$ cat config.mk
export PLATFORM = sky130hd
export DESIGN_NAME = feed_forward_layer_scheduler
export DESIGN_NICKNAME = d
export VERILOG_FILES = /design/src/rtl/dqn_pkg.sv /design/src/rtl/feed_forward_layer_scheduler.sv
export SDC_FILE = /design/constraint.sdc
export NUM_CORES = 1
export LEC_CHECK = 0
export BUFFER_PORTS_ARGS = -buffer_cell sky130_fd_sc_hd__buf_2
export CAP_MARGIN = 5
export CORE_AREA = 2 2 79 81
export DETAILED_ROUTE_END_ITERATION = 8
export DIE_AREA = 0 0 81 83
export PLACE_DENSITY = 0.73
export SLEW_MARGIN = 20
export SYNTH_ARGS = -nofsm -noshare
export SYNTH_HDL_FRONTEND = slang
export SYNTH_SLANG_ARGS = --single-unit
$ cat constraint.sdc
create_clock -name clk -period 1.6 [get_ports clk]
set_clock_uncertainty 0.1 [all_clocks]
set_input_delay 0.24 -clock clk [delete_from_list [all_inputs] [get_ports clk]]
set_output_delay 0.24 -clock clk [all_outputs]
set_load 0.02 [all_outputs]
$ cat src/rtl/dqn_pkg.sv
// Shared definitions for the DQN layer datapath blocks.
//   state_t        : layer scheduler state encoding
//   DQN_*          : default widths used by the layer blocks
//   weight_stride  : weight row stride for a node with n_inputs inputs (bias included)
package dqn_pkg;

  localparam int DQN_DATA_WIDTH     = 32;
  localparam int DQN_ADDRESS_WIDTH  = 5;
  localparam int DQN_DEFAULT_INPUTS = 2;

  typedef enum logic [2:0] {
    ST_IDLE  = 3'd0,
    ST_ISSUE = 3'd1,
    ST_WAIT  = 3'd2,
    ST_WRITE = 3'd3,
    ST_DONE  = 3'd4
  } state_t;

  // Each weight row holds one weight per input plus the bias term.
  function automatic int weight_stride(input int n_inputs);
    return n_inputs + 1;
  endfunction

endpackage

$ cat src/rtl/feed_forward_layer_scheduler.sv
// Sequences one shared feed_forward_node datapath over every node of a layer.
// For each node index it issues the node address and weight base, pulses the
// datapath valid, waits (bounded by a timeout) for the result and writes the
// result into the layer output RAM.
//
// Ports:
//   clk                 clock, rising edge
//   rst_n               synchronous reset, active-high despite the name
//   i_start             start a layer (accepted only in IDLE)
//   o_busy              high whenever not IDLE
//   o_done              one-cycle pulse at end of layer (normal or aborted)
//   o_error             sticky timeout flag, cleared by reset or accepted start
//   o_node_valid        one-cycle start pulse to the datapath
//   o_node_addr         current node index
//   o_node_weight_base  index * stride, truncated
//   i_node_data         datapath result
//   i_node_valid        datapath result valid
//   o_wr_en/addr/data   output RAM write port
module feed_forward_layer_scheduler
  import dqn_pkg::*;
#(
  parameter int DATA_WIDTH           = DQN_DATA_WIDTH,
  parameter int ADDRESS_WIDTH        = DQN_ADDRESS_WIDTH,
  parameter int NUMBER_OF_NODES      = 8,
  parameter int NUMBER_OF_INPUT_NODE = DQN_DEFAULT_INPUTS,
  parameter int WEIGHT_ADDR_WIDTH    = 8,
  parameter int TIMEOUT_CYCLES       = 255
) (
  input  logic                         clk,
  input  logic                         rst_n,
  input  logic                         i_start,
  output logic                         o_busy,
  output logic                         o_done,
  output logic                         o_error,
  output logic                         o_node_valid,
  output logic [ADDRESS_WIDTH-1:0]     o_node_addr,
  output logic [WEIGHT_ADDR_WIDTH-1:0] o_node_weight_base,
  input  logic [DATA_WIDTH-1:0]        i_node_data,
  input  logic                         i_node_valid,
  output logic                         o_wr_en,
  output logic [ADDRESS_WIDTH-1:0]     o_wr_addr,
  output logic [DATA_WIDTH-1:0]        o_wr_data
);

  localparam logic [ADDRESS_WIDTH-1:0]     LAST_IDX = ADDRESS_WIDTH'(NUMBER_OF_NODES - 1);
  localparam logic [WEIGHT_ADDR_WIDTH-1:0] STRIDE_W =
    WEIGHT_ADDR_WIDTH'(weight_stride(NUMBER_OF_INPUT_NODE));
  localparam logic [7:0]                   TMO_LAST = 8'(TIMEOUT_CYCLES - 1);

  state_t                         state_q, state_d;
  logic [ADDRESS_WIDTH-1:0]       idx_q, idx_d;
  logic [WEIGHT_ADDR_WIDTH-1:0]   base_q, base_d;
  logic [7:0]                     cnt_q, cnt_d;
  logic [DATA_WIDTH-1:0]          data_q, data_d;
  logic                           err_q, err_d;

  always_comb begin
    state_d = state_q;
    idx_d   = idx_q;
    base_d  = base_q;
    cnt_d   = cnt_q;
    data_d  = data_q;
    err_d   = err_q;
    case (state_q)
      ST_IDLE: begin
        if (i_start) begin
          state_d = ST_ISSUE;
          idx_d   = '0;
          base_d  = '0;
          err_d   = 1'b0;
        end
      end
      ST_ISSUE: begin
        state_d = ST_WAIT;
        cnt_d   = '0;
      end
      ST_WAIT: begin
        // A result arriving on the final allowed cycle still wins over the abort.
        if (i_node_valid) begin
          data_d  = i_node_data;
          state_d = ST_WRITE;
        end else if (cnt_q == TMO_LAST) begin
          state_d = ST_DONE;
          err_d   = 1'b1;
        end else begin
          cnt_d = cnt_q + 8'd1;
        end
      end
      ST_WRITE: begin
        if (idx_q == LAST_IDX) begin
          state_d = ST_DONE;
        end else begin
          // Running accumulator keeps the weight base free of a multiplier.
          idx_d   = idx_q + 1'b1;
          base_d  = base_q + STRIDE_W;
          state_d = ST_ISSUE;
        end
      end
      ST_DONE: state_d = ST_IDLE;
      default: state_d = ST_IDLE;
    endcase
  end

  // Strobes are registered from the next state so every output comes from a flop.
  always_ff @(posedge clk) begin
    if (rst_n) begin
      state_q      <= ST_IDLE;
      idx_q        <= '0;
      base_q       <= '0;
      cnt_q        <= '0;
      data_q       <= '0;
      err_q        <= 1'b0;
      o_busy       <= 1'b0;
      o_done       <= 1'b0;
      o_node_valid <= 1'b0;
      o_wr_en      <= 1'b0;
    end else begin
      state_q      <= state_d;
      idx_q        <= idx_d;
      base_q       <= base_d;
      cnt_q        <= cnt_d;
      data_q       <= data_d;
      err_q        <= err_d;
      o_busy       <= (state_d != ST_IDLE);
      o_done       <= (state_d == ST_DONE);
      o_node_valid <= (state_d == ST_ISSUE);
      o_wr_en      <= (state_d == ST_WRITE);
    end
  end

  assign o_error            = err_q;
  assign o_node_addr        = idx_q;
  assign o_node_weight_base = base_q;
  assign o_wr_addr          = idx_q;
  assign o_wr_data          = data_q;

endmodule
# Word-level counts from Yosys, hierarchy flattened
# Index checks and enable logic that the tools add are counted.
# word_totals
regBits	61
in_bits	36
output_inout_bits	55
word_cells	53
# classes
addsub	3
n_eq_ne	13
mux	18
reduce_logical	9
# op_table
cell	count
$mux 8	4
$pmux 8 s2	2
$mux 3	4
$pmux 3 s4	1
$mux 5	2
$ne 2x2->1 const B	5
$pmux 5 s2	1
$eq 3x2->1 const B	3
$add 8x1->8 const B	1
$add 8x2->8 const B	1
$eq 8x8->1 const B	1
$eq 3x1->1 const B	2
$reduce_and 3->1	2
$reduce_bool 2->1	3
$add 5x1->5 const B	1
$eq 5x3->1 const B	1
$reduce_and 4->1	1
$eq 3x3->1 const B	1
$logic_not 3->1	1
$mux 1	3
$reduce_bool 3->1	1
$pmux 1 s2	1
$reduce_and 2->1	1

# Logic depth before layout (Yosys ltp)
# logic_depth
depth_word	5
depth_mapped	7

# Worst setup path after synthesis
# No wires, ideal clock.
# synth_path
path_type	register to register
startpoint	reg idx_q[0] (netlist: o_node_addr[0])
endpoint	reg base_q[1] (netlist: o_node_weight_base[1])
setup_ns	0.128
arrival_time_ns	1.652
path_slack_ns	-0.279
path_stages_with_launch	8
path_buffers	2
synth_period_minus_slack_ns	1.879
cell_sequence	dfxtp_1 > ha_1 > nand4bb_1 > a21oi_1 > buf_2 > buf_2 > mux2i_1 > nor2_1
# synth_between
elab_chain_len	3
# synth_lines
element	line_no	rtl
start, declared	feed_forward_layer_scheduler.sv:51	logic [ADDRESS_WIDTH-1:0] idx_q, idx_d;
start signal, assigned	feed_forward_layer_scheduler.sv:119	idx_q <= idx_d;
$eq 5x3->1	feed_forward_layer_scheduler.sv:90	if (idx_q == LAST_IDX) begin
$ne 2x2->1 (no source line)	-	
$reduce_and 3->1 (no source line)	-	
end signal, assigned	feed_forward_layer_scheduler.sv:120	base_q <= base_d;
end, declared	feed_forward_layer_scheduler.sv:52	logic [WEIGHT_ADDR_WIDTH-1:0] base_q, base_d;
# No other way between the ends.
# A chain may end at the register's enable or synchronous reset.

# Worst setup path after layout
# layout_path
startpoint	reg state_q[0]
endpoint	reg base_q[7] (netlist: o_node_weight_base[7])
# layout_between
elab_chain_len	3
word_cells_on_any_way	7
# layout_lines
element	line_no	rtl
start, declared	feed_forward_layer_scheduler.sv:50	state_t state_q, state_d;
start signal, assigned	feed_forward_layer_scheduler.sv:118	state_q <= state_d;
$eq 3x2->1 or $logic_not 3->1 (tied branches)	feed_forward_layer_scheduler.sv:64	case (state_q)
$ne 2x2->1 (no source line) or $reduce_bool 2->1 (tied branches)	-	
$reduce_and 3->1 (no source line)	-	
# Parallel ways exist; a longest one is shown, timed or not.

==> flow_summary_export.csv <==
group,metric,value,unit
sta,timing_max_transition_violations_final,0,
critical_path,timing.setup.critical_path_class,"reg -> reg",
min_path,hold_path.class,"in -> reg",
synth,yosys_register_bits,61,
global_route,remaining_global_route_overflow,0,
sta,worst_slew_pin_slew,0.584,ns
synth,synth.top_cells.by_area,"dfxtp_1, nand2_1, a21oi_1, o31ai_1, ha_1",
clock_network,htree_num_levels,3,
floorplan,floorplan.die.height,83,um
global_route,grt_max_degree,33,
sta,rsz0062_at_grt,"yes",
synth,synthFlopType,"dfxtp_1",
synth,synth_top_cell_by_area,"dfxtp_1",
route,vias,2540,
clock_network,cts_buffers,9,
route,dr.first_iter.drc_count,42,
power,irDropWorstVdd,0.000681,V
sta,fin_crit_sh,104,%
critical_path,timing.critical_path.cells,"nor4b_4 > a21oi_4 > or4_1 > a21oi_1",
run,max_cap_violations,0,
clock_network,numClockSinks,61,
synth,netlist_area,0.00251,mm^2
placement,place_worst_setup_slack,-0.143,ns
floorplan,floorplan.core_area,0.00582,mm^2
sta,max_slew_headroom,61.0,%
final_layout,finalNetCount,456,
final_layout,post_layout_nonfiller_instances,496,
sta,final-hold-violation-count,0,
critical_path,worst-endpoint-arrival,1.83,ns
floorplan,design.die.area,0.00672,mm^2
floorplan,io-pin-count,91,
placement,detailedPlacementHpwl,4.40,mm
synth,netlist_instances,301,
sta,fin_tns_setup,-0.295,ns
critical_path,worst_path_largest_cell_delay,0.51,ns
clock_network,clock_latency,0.34,ns
critical_path,crit_fanout,7,
power,power_leakage,0.00151,uW
sta,max_freq,603,MHz
route,drt_pre_antenna_iters,4,
critical_path,critical-path-slowest-cell,"or4_1",
final_layout,fillerInstances,522,
final_layout,antenna_cells,0,
outcome,status,"complete, but fails checks",
critical_path,start_kind,"register",
clock_network,clockBufferDepth,2,
final_layout,layout-area-overhead-vs-synth,48.1,%
global_route,combined_global_route_utilization_of_all_metal_layers,20.1,%
route,drt.antenna.violating_nets,0,
synth,synth_nets,341,
global_route,antenna_found_initial,0,
placement,finalWeightedCongestion,0.811,
clock_network,clk_root_buffer_cell,"clkbuf_8",
floorplan,floorplan.initialDensity,43.2,%
global_route,first_global_vias,2325,
final_layout,post-route-util,63.9,%
critical_path,endpoint_kind,"register",
sta,post-route-worst-setup-slack,-0.0589,ns
placement,placedCellCount,471,
synth,syn_area_per_cell,8.34,um^2
sta,final-setup-viol-count,10,
final_layout,most-common-layout-cells,"buf_2, nand2_1, dfxtp_1",
global_route,grt_pass1_wl,10.5,mm
min_path,worstHoldPathCells,3,
final_layout,drive_above_1_share,45.8,%
clock_network,cts.hold.buffers_added,0,
floorplan,rows,28,
synth,synth_async_sr_flop_share,0,%
route,vias_per_cell,5.12,
sta,timing.final.crit_period,1.66,ns
synth,synth-seq-area-share,48.7,%
synth,synthesis.yosys.warnings,0,
critical_path,timing.reg2reg.worst_path_depth,4,
route,postRouteWirelength,6.91,mm
clock_network,clk_pin_slew_worst_paths,0.07,ns
route,routed_wire_length_per_instance,13.9,um
synth,synth_enable_flop_cells,0,
final_layout,final_common_cell,"buf_2",
final_layout,multiInputGateArea,0.00141,mm^2
critical_path,required,1.77,ns
synth,netlist-cell-type-count,42,
synth,synth_top_area_share,48.7,%
floorplan,die_w,81,um
outcome,violations,"setup timing",
power,power_density,909,mW/mm^2
final_layout,layout.area.seq,0.00124,mm^2
placement,io_buffers,90,
route,route.detailed.drc,0,
clock_network,clock_tree_from_tritoncts,"yes",
==> critical path, delay by kind of cell (launching register included) <==
family           cells  cell delay (ns)
AO/OA/AOI/OAI        2             0.23
AND/OR/NAND/NOR      2             0.87
flip-flops           1             0.38
==> layout make-up <==
cell class                 count  share of cell area (%)
clock buffer                  10                    3.43
inverter                       6                   0.606
sequential                    61                    33.4
clock inverter                 6                    1.72
tap                           75                    2.52
multi-input combinational    213                    37.9
timing repair buffer         125                    20.5
==> routing by layer <==
layer	share of wire, %	track usage, %	vias up
met5	0	0	-
li1	-	-	1270
met2	49	32.8	85
met3	6.7	5.43	11
met1	43	24.2	1174
met4	1.8	9.55	0
==> Yosys cell counts (2+ instances only) <==
library cell and instances:
a211oi_1 2, a21oi_1 52, buf_2 7, buf_4 5, clkbuf_1 9, dfxtp_1 61
ha_1 4, inv_1 6, mux2i_1 2, nand2_1 71, nand3_1 8, nand4_1 2
nor2_1 11, nor3_1 5, nor3b_1 3, o21ai_0 9, o31ai_1 7, or2_2 2
or3_1 7, or4_1 6
==> power breakdown <==
part | total [uW] | internal, uW | switching [uW]
Combinational | 448 | 198 | 249
Sequential | 1590 | 1560 | 30.5
Clock | 1340 | 716 | 627
==> metrics by stage <==
step / area (um^2) / power (uW) / hold slack, ns
3_3_place_gp: 3190 / 1980 / 0.337
5_1_grt: 3720 / 3540 / 0.0251
3_5_place_dp: 3190 / 1990 / 0.343
6_report: 3720 / 3380 / 0.0320
4_1_cts: 3490 / 3360 / 0.0166
2_1_floorplan: 2560 / 1840 / 0.276
==> final timing paths <==
kind	from	end	slack, ns
max reg2reg	state_q[0]	o_node_weight_base[7]	-0.06
min reg2reg	o_error	o_error	0.35
min	i_node_data[12]	o_wr_data[12]	0.03
max	state_q[0]	o_node_weight_base[7]	-0.06
==> flip-flops by register name, indices dropped and copies added, names as in the netlist <==
name and flops:
o_node_valid 1, o_done 1, o_node_weight_base 8, o_error 1
o_node_addr 5, o_busy 1, o_wr_en 1, cnt_q 8
state_q 3, o_wr_data 32
==> cells by family (layout without fill, tap and decap cells) <==
| group | after synthesis | in the layout | share of synthesized area [%] |
|---|---|---|---|
| AO/OA/AOI/OAI | 78 | 79 | 17.5 |
| flip-flops | 61 | 61 | 48.7 |
| adder cells (fa/ha/maj) | 4 | 4 | 1.99 |
| buffers and inverters | 29 | 147 | 5.73 |
| XOR/XNOR | 1 | 1 | 0.349 |
| AND/OR/NAND/NOR | 126 | 127 | 24.9 |
| multiplexers | 2 | 2 | 0.798 |
==> timing repair <==
| action | CTS | global route |
|---|---|---|
| pin swaps | 10 | 22 |
| buffers inserted | 3 | 6 |
| setup endpoints to repair | 47 | 57 |
| hold endpoints to repair | 0 | 0 |
| resized for setup | 18 | 38 |
| cloned | 1 | 1 |
Power figures use the tool's default switching activity.
